--- config.mk ---
export PLATFORM = sky130hd
export DESIGN_NAME = antifurto_ctrl
export DESIGN_NICKNAME = d
export VERILOG_FILES = /design/src/rtl/antifurto_pkg.sv /design/src/rtl/antifurto_timer.sv /design/src/rtl/antifurto_ctrl.sv
export SDC_FILE = /design/constraint.sdc
export NUM_CORES = 1
export LEC_CHECK = 0
export ABC_AREA = 1
export CORE_ASPECT_RATIO = 1.4
export CORE_MARGIN = 5
export CORE_UTILIZATION = 43
export CTS_BUF_LIST = sky130_fd_sc_hd__clkbuf_4 sky130_fd_sc_hd__clkbuf_8
export CTS_CLUSTER_DIAMETER = 50
export DETAILED_ROUTE_END_ITERATION = 8
export PLACE_DENSITY = 0.65
export SLEW_MARGIN = 40
export SYNTH_ARGS = -nofsm -noshare
export SYNTH_HDL_FRONTEND = slang
export SYNTH_SLANG_ARGS = --single-unit
--- constraint.sdc ---
create_clock -name clock -period 1.2 [get_ports clock]
set_input_delay 0.24 -clock clock [delete_from_list [all_inputs] [get_ports clock]]
set_output_delay 0.24 -clock clock [all_outputs]
set_load 0.01 [all_outputs]
--- src/rtl/antifurto_pkg.sv ---
// Shared encodings and default timing constants for the anti-theft controller.
package antifurto_pkg;

    typedef enum logic [2:0] {
        ST_DISARMED   = 3'd0,
        ST_WAIT_OPEN  = 3'd1,
        ST_WAIT_CLOSE = 3'd2,
        ST_ARMING     = 3'd3,
        ST_ARMED      = 3'd4,
        ST_TRIGGERED  = 3'd5,
        ST_ALARM      = 3'd6
    } state_t;

    typedef enum logic [1:0] {
        IV_ARM = 2'b00,
        IV_DRV = 2'b01,
        IV_PAS = 2'b10,
        IV_ALM = 2'b11
    } interval_t;

    localparam int unsigned T_ARM_DEFAULT = 6;
    localparam int unsigned T_DRV_DEFAULT = 8;
    localparam int unsigned T_PAS_DEFAULT = 15;
    localparam int unsigned T_ALM_DEFAULT = 10;

endpackage

--- src/rtl/antifurto_timer.sv ---
// Programmable time-parameter bank plus seconds countdown with load/stop/tick.
module antifurto_timer
    import antifurto_pkg::*;
#(
    parameter int unsigned TW        = 4,
    parameter int unsigned T_ARM_DEF = T_ARM_DEFAULT,
    parameter int unsigned T_DRV_DEF = T_DRV_DEFAULT,
    parameter int unsigned T_PAS_DEF = T_PAS_DEFAULT,
    parameter int unsigned T_ALM_DEF = T_ALM_DEFAULT
) (
    input  logic          clock,
    input  logic          rst_n,
    input  logic          tick,
    input  logic          load,
    input  interval_t     sel,
    input  logic          stop,
    input  logic          wr_en,
    input  interval_t     wr_sel,
    input  logic [TW-1:0] wr_value,
    output logic [TW-1:0] time_left,
    output interval_t     interval,
    output logic          running,
    output logic          expired
);

    logic [TW-1:0] param [4];

    assign expired = tick && running && (time_left == TW'(1));

    // A zero duration would never expire, so it is stored as one second.
    always_ff @(posedge clock or negedge rst_n) begin
        if (!rst_n) begin
            param[IV_ARM] <= TW'(T_ARM_DEF);
            param[IV_DRV] <= TW'(T_DRV_DEF);
            param[IV_PAS] <= TW'(T_PAS_DEF);
            param[IV_ALM] <= TW'(T_ALM_DEF);
        end else if (wr_en) begin
            param[wr_sel] <= (wr_value == '0) ? TW'(1) : wr_value;
        end
    end

    always_ff @(posedge clock or negedge rst_n) begin
        if (!rst_n) begin
            time_left <= '0;
            interval  <= IV_ARM;
            running   <= 1'b0;
        end else if (load) begin
            time_left <= param[sel];
            interval  <= sel;
            running   <= 1'b1;
        end else if (stop) begin
            running   <= 1'b0;
        end else if (tick && running && time_left != '0) begin
            time_left <= time_left - TW'(1);
            if (time_left == TW'(1))
                running <= 1'b0;
        end
    end

endmodule

--- src/rtl/antifurto_ctrl.sv ---
// Anti-theft controller: arming/trigger/alarm FSM driving the countdown timer, siren and LED.
module antifurto_ctrl
    import antifurto_pkg::*;
#(
    parameter int unsigned N_DOORS   = 2,
    parameter int unsigned TW        = 4,
    parameter int unsigned T_ARM_DEF = T_ARM_DEFAULT,
    parameter int unsigned T_DRV_DEF = T_DRV_DEFAULT,
    parameter int unsigned T_PAS_DEF = T_PAS_DEFAULT,
    parameter int unsigned T_ALM_DEF = T_ALM_DEFAULT
) (
    input  logic               clock,
    input  logic               reset,
    input  logic               one_hz_enable,
    input  logic               ignition,
    input  logic [N_DOORS-1:0] doors,
    input  logic               reprogram,
    input  logic [1:0]         time_param_sel,
    input  logic [TW-1:0]      time_value,
    output logic [1:0]         interval,
    output logic [TW-1:0]      time_left,
    output logic [2:0]         state,
    output logic               status_led,
    output logic               enable_siren
);

    logic [1:0] rst_sync;
    logic       rst_n;
    state_t     cur_state, next_state;
    logic       tmr_load, tmr_stop, tmr_running, tmr_expired;
    interval_t  tmr_sel, tmr_interval;
    logic       any_door;

    // Assert asynchronously, release two edges after reset rises.
    always_ff @(posedge clock or negedge reset) begin
        if (!reset) rst_sync <= '0;
        else        rst_sync <= {rst_sync[0], 1'b1};
    end
    assign rst_n = rst_sync[1];

    assign any_door = |doors;

    antifurto_timer #(
        .TW        (TW),
        .T_ARM_DEF (T_ARM_DEF),
        .T_DRV_DEF (T_DRV_DEF),
        .T_PAS_DEF (T_PAS_DEF),
        .T_ALM_DEF (T_ALM_DEF)
    ) u_timer (
        .clock     (clock),
        .rst_n     (rst_n),
        .tick      (one_hz_enable),
        .load      (tmr_load),
        .sel       (tmr_sel),
        .stop      (tmr_stop),
        .wr_en     (reprogram),
        .wr_sel    (interval_t'(time_param_sel)),
        .wr_value  (time_value),
        .time_left (time_left),
        .interval  (tmr_interval),
        .running   (tmr_running),
        .expired   (tmr_expired)
    );

    always_comb begin
        next_state = cur_state;
        tmr_load   = 1'b0;
        tmr_stop   = 1'b0;
        tmr_sel    = IV_ARM;
        case (cur_state)
            ST_DISARMED:   next_state = ST_WAIT_OPEN;
            ST_WAIT_OPEN:  if (doors[0]) next_state = ST_WAIT_CLOSE;
            ST_WAIT_CLOSE: if (!any_door) begin
                next_state = ST_ARMING;
                tmr_load   = 1'b1;
                tmr_sel    = IV_ARM;
            end
            ST_ARMING: begin
                if (any_door) begin
                    next_state = ST_WAIT_CLOSE;
                    tmr_stop   = 1'b1;
                end else if (tmr_expired) begin
                    next_state = ST_ARMED;
                end
            end
            ST_ARMED: if (any_door) begin
                next_state = ST_TRIGGERED;
                tmr_load   = 1'b1;
                tmr_sel    = doors[0] ? IV_DRV : IV_PAS;
            end
            ST_TRIGGERED: if (tmr_expired) next_state = ST_ALARM;
            ST_ALARM: begin
                if (any_door) begin
                    tmr_stop = 1'b1;
                end else if (!tmr_running) begin
                    tmr_load = 1'b1;
                    tmr_sel  = IV_ALM;
                end else if (tmr_expired) begin
                    next_state = ST_ARMED;
                end
            end
            default: next_state = ST_DISARMED;
        endcase
        // Ignition overrides every transition and halts any countdown.
        if (ignition) begin
            next_state = ST_DISARMED;
            tmr_load   = 1'b0;
            tmr_stop   = 1'b1;
        end
    end

    always_ff @(posedge clock or negedge rst_n) begin
        if (!rst_n) begin
            cur_state    <= ST_DISARMED;
            enable_siren <= 1'b0;
            status_led   <= 1'b0;
        end else begin
            cur_state    <= next_state;
            enable_siren <= (next_state == ST_ALARM);
            case (next_state)
                ST_TRIGGERED, ST_ALARM: status_led <= 1'b1;
                ST_ARMED: status_led <= (cur_state == ST_ARMED) ? (status_led ^ one_hz_enable) : 1'b0;
                default:  status_led <= 1'b0;
            endcase
        end
    end

    assign state    = cur_state;
    assign interval = tmr_interval;

endmodule
==> results.sh <==
export IMPL_synth_xor_area_share=0.01523
export IMPL_ys_top_cells_by_count="nand2_1, inv_1, o21ai_0"
export IMPL_period_share=1.253
export IMPL_die_h_um=84.95
export IMPL_grt_max_degree=29
export IMPL_p_leak_uw=0.001298
export IMPL_synthTopCellsByArea="dfrtp_1, dfstp_2, nand2_1, o21ai_0, inv_1"
export IMPL_required_ps=1420
export IMPL_synth_top_cell_area_share=0.3046
export IMPL_tns_ps=-2407
export IMPL_synthAdderAreaFrac=0.01450
export IMPL_max_freq_mhz=665.0
export IMPL_wl_per_cell_um=11.92
export IMPL_crit_type="reg -> reg"
export IMPL_nets=309
export IMPL_fill_cells=345
export IMPL_total_power_uw=3737
export IMPL_status="finished, violations left"
export IMPL_worst_slack_ps=-303.8
export IMPL_die_w_um=63.54
export IMPL_clock_latency_ps=280
export IMPL_syn_to_final_growth_pct=45.61
export IMPL_h_tree_depth=2
export IMPL_antenna_found_initial=0
export IMPL_drt_initial_drc_count=65
export IMPL_synth_top_area_cell="dfrtp_1"
export IMPL_dpl_hpwl_um=2972
export IMPL_die_area_sq_mm=0.005397
export IMPL_drive_above_1_share=0.3797
export IMPL_first_pass_iters=5
export IMPL_worst_path_max_fanout=5
export IMPL_cts_max_path_buffers=2
export IMPL_diodes=0
export IMPL_period_needed_ps=1504
export IMPL_grt_pass1_vias=1611
export IMPL_ys_types=28
export IMPL_clk_pin_slew_worst_paths_ps=60
export IMPL_finalNonFillerCells=338
export IMPL_ys_seq_elements=30
export IMPL_yosys_area_share_simple=0.3314
export IMPL_synth_edff_count=0
export IMPL_rsz0062_at_grt="yes"
export IMPL_skew_ps=5.898
export IMPL_drv_slew=0
export IMPL_gr_total_overflow=0
export IMPL_finalHoldViolCount=0
export IMPL_syn_inst=224
export IMPL_routabilityCongestion=0.8402
export IMPL_core_region_area_sq_mm=0.003919
export IMPL_cap_violations=0
export IMPL_root_buffer="clkbuf_8"
export IMPL_cp_start_kind="flip-flop"
export IMPL_vias=1641
export IMPL_endpoint_kind="flip-flop"
export IMPL_initial_core_util=0.4403
export IMPL_setup_viol=12
export IMPL_avgSynthCellArea_sq_um=7.703
export IMPL_cts_inserted_buffers=5
export IMPL_cellPowerDensity_mw_per_mm2=1487
export IMPL_rows=27
export IMPL_r2r_start="state[0]$_DFF_PN0_"
export IMPL_max_vdd_ir_drop_mv=1.392
export IMPL_synth_fp_nets=239
export IMPL_ys_seq_area_frac=0.4416
export IMPL_syn_area_sq_mm=0.001725
export IMPL_antenna_left=0
export IMPL_synth_top_family_by_area="simple AND/OR/NAND/NOR gates"
export IMPL_synth_mux_area_frac=0
export IMPL_yosysMostFrequentCell="nand2_1"
export IMPL_track_usage=0.1568
export IMPL_dp_cells=319
export IMPL_ys_flop_type="dfrtp_1"
export IMPL_violations="negative setup slack"
export IMPL_synth_compound_area_share=0.09717
export IMPL_routed_wl_um=4029
export IMPL_cts_tree="built"
export IMPL_hp_class="in -> async"
export IMPL_drc=0
export IMPL_io_buffer_count=23
export IMPL_synth_async_sr_flop_share=1.000
export IMPL_cts_sinks=30
export IMPL_avgViaCountPerCell=4.855
export IMPL_grt_pass1_wl_um=6824
export IMPL_critPathArrivalTime_ps=1720
export IMPL_ios=24
export IMPL_yosys_warnings=0
export IMPL_cp_startpoint="state[0]$_DFF_PN0_"
==> what timing repair did <==
item | 4_1_cts | 5_1_grt
hold buffers | 0 | 0
resized for setup | 46 | 27
buffers inserted | 6 | 6
pin swaps | 17 | 14
endpoints found under the setup margin | 23 | 21
==> critical path, cell delays in order, from the launching register on <==
cell and delay, ps:
dfrtp_2 440, nor2_4 70, buf_4 130, buf_4 130
o21ai_1 60, nand2_1 70, nor2_1 150, nand2_2 100
nor2_2 120, nand3_2 80, nand2_1 80
==> state kept, by name, summed over array words and instances, names as in the netlist <==
register and flops:
status_led 1, u_timer.param 16, u_timer.running 1, enable_siren 1
u_timer.time_left 4, u_timer.interval 2, state 3, rst_sync 2
==> power by group <==
part           internal (uW)  switching [uW]
Combinational            857             668
Clock                    484             363
Sequential              1230             131
Total                   2570            1160
==> per-stage QoR <==
step | util | worst slack (ps) | cell area [sq um] | hold WS (ps)
global placement | 0.5782 | -521.0 | 2266 | 247.3
finish | 0.6411 | -303.8 | 2512 | 119.6
floorplan | - | -176.9 | 1770 | -55.59
global route | 0.6411 | -405.5 | 2512 | 129.3
detailed placement | 0.5782 | -522.2 | 2266 | 252.3
CTS | 0.6162 | -288.0 | 2415 | 118.7
==> cell families after synthesis <==
kind of cell | Yosys count
flops | 30
compound gates | 33
buf+inv | 36
simple gates | 119
other cells | 1
fa+ha+maj | 2
xor+xnor | 3
==> final timing paths <==
check	cells after the start	slack, ps	end
setup / recovery	10	-300	status_led$_DFF_PN0_
setup reg to reg	10	-300	status_led$_DFF_PN0_
hold reg to reg	1	240	enable_siren$_DFF_PN0_
max in group asynchronous	1	650	u_timer.param[4]$_DFFE_PN1P_
min in group clock	0	350	rst_sync[1]$_DFF_PN0_
hold / removal	1	120	rst_sync[0]$_DFF_PN0_
==> cell type report <==
class | count | area, sq um | area share
flip-flops and latches | 30 | 764.5 | 0.3043
multi-input cells | 158 | 880.8 | 0.3506
inverters | 32 | 136.4 | 0.05428
clock inverters | 1 | 5.005 | 0.001992
well taps | 43 | 53.80 | 0.02141
repair buffers | 67 | 581.8 | 0.2316
clock buffers | 7 | 90.09 | 0.03586
==> routing by layer <==
metal	up-vias	wire length, um	GRT usage
met5	-	0	0
met4	0	112	0.09074
met3	10	156	0.03179
met2	39	2100	0.2736
met1	743	1659	0.1731
li1	849	-	-
==> cells in the final DEF, fill, tap and decap left out, drive strengths merged, types with 3 or more instances in the layout <==
cell / n
nor3: 3
xor2: 3
nand2: 68
dfrtp: 21
clkdlybuf4s15: 3
inv: 31
nor2: 23
nand3: 16
o21ai: 28
nand4: 3
clkdlybuf4s50: 10
nand3b: 4
dlygate4sd2: 3
clkbuf: 7
dfstp: 9
buf: 51
a21oi: 3
(Power assumes the default switching activity.)
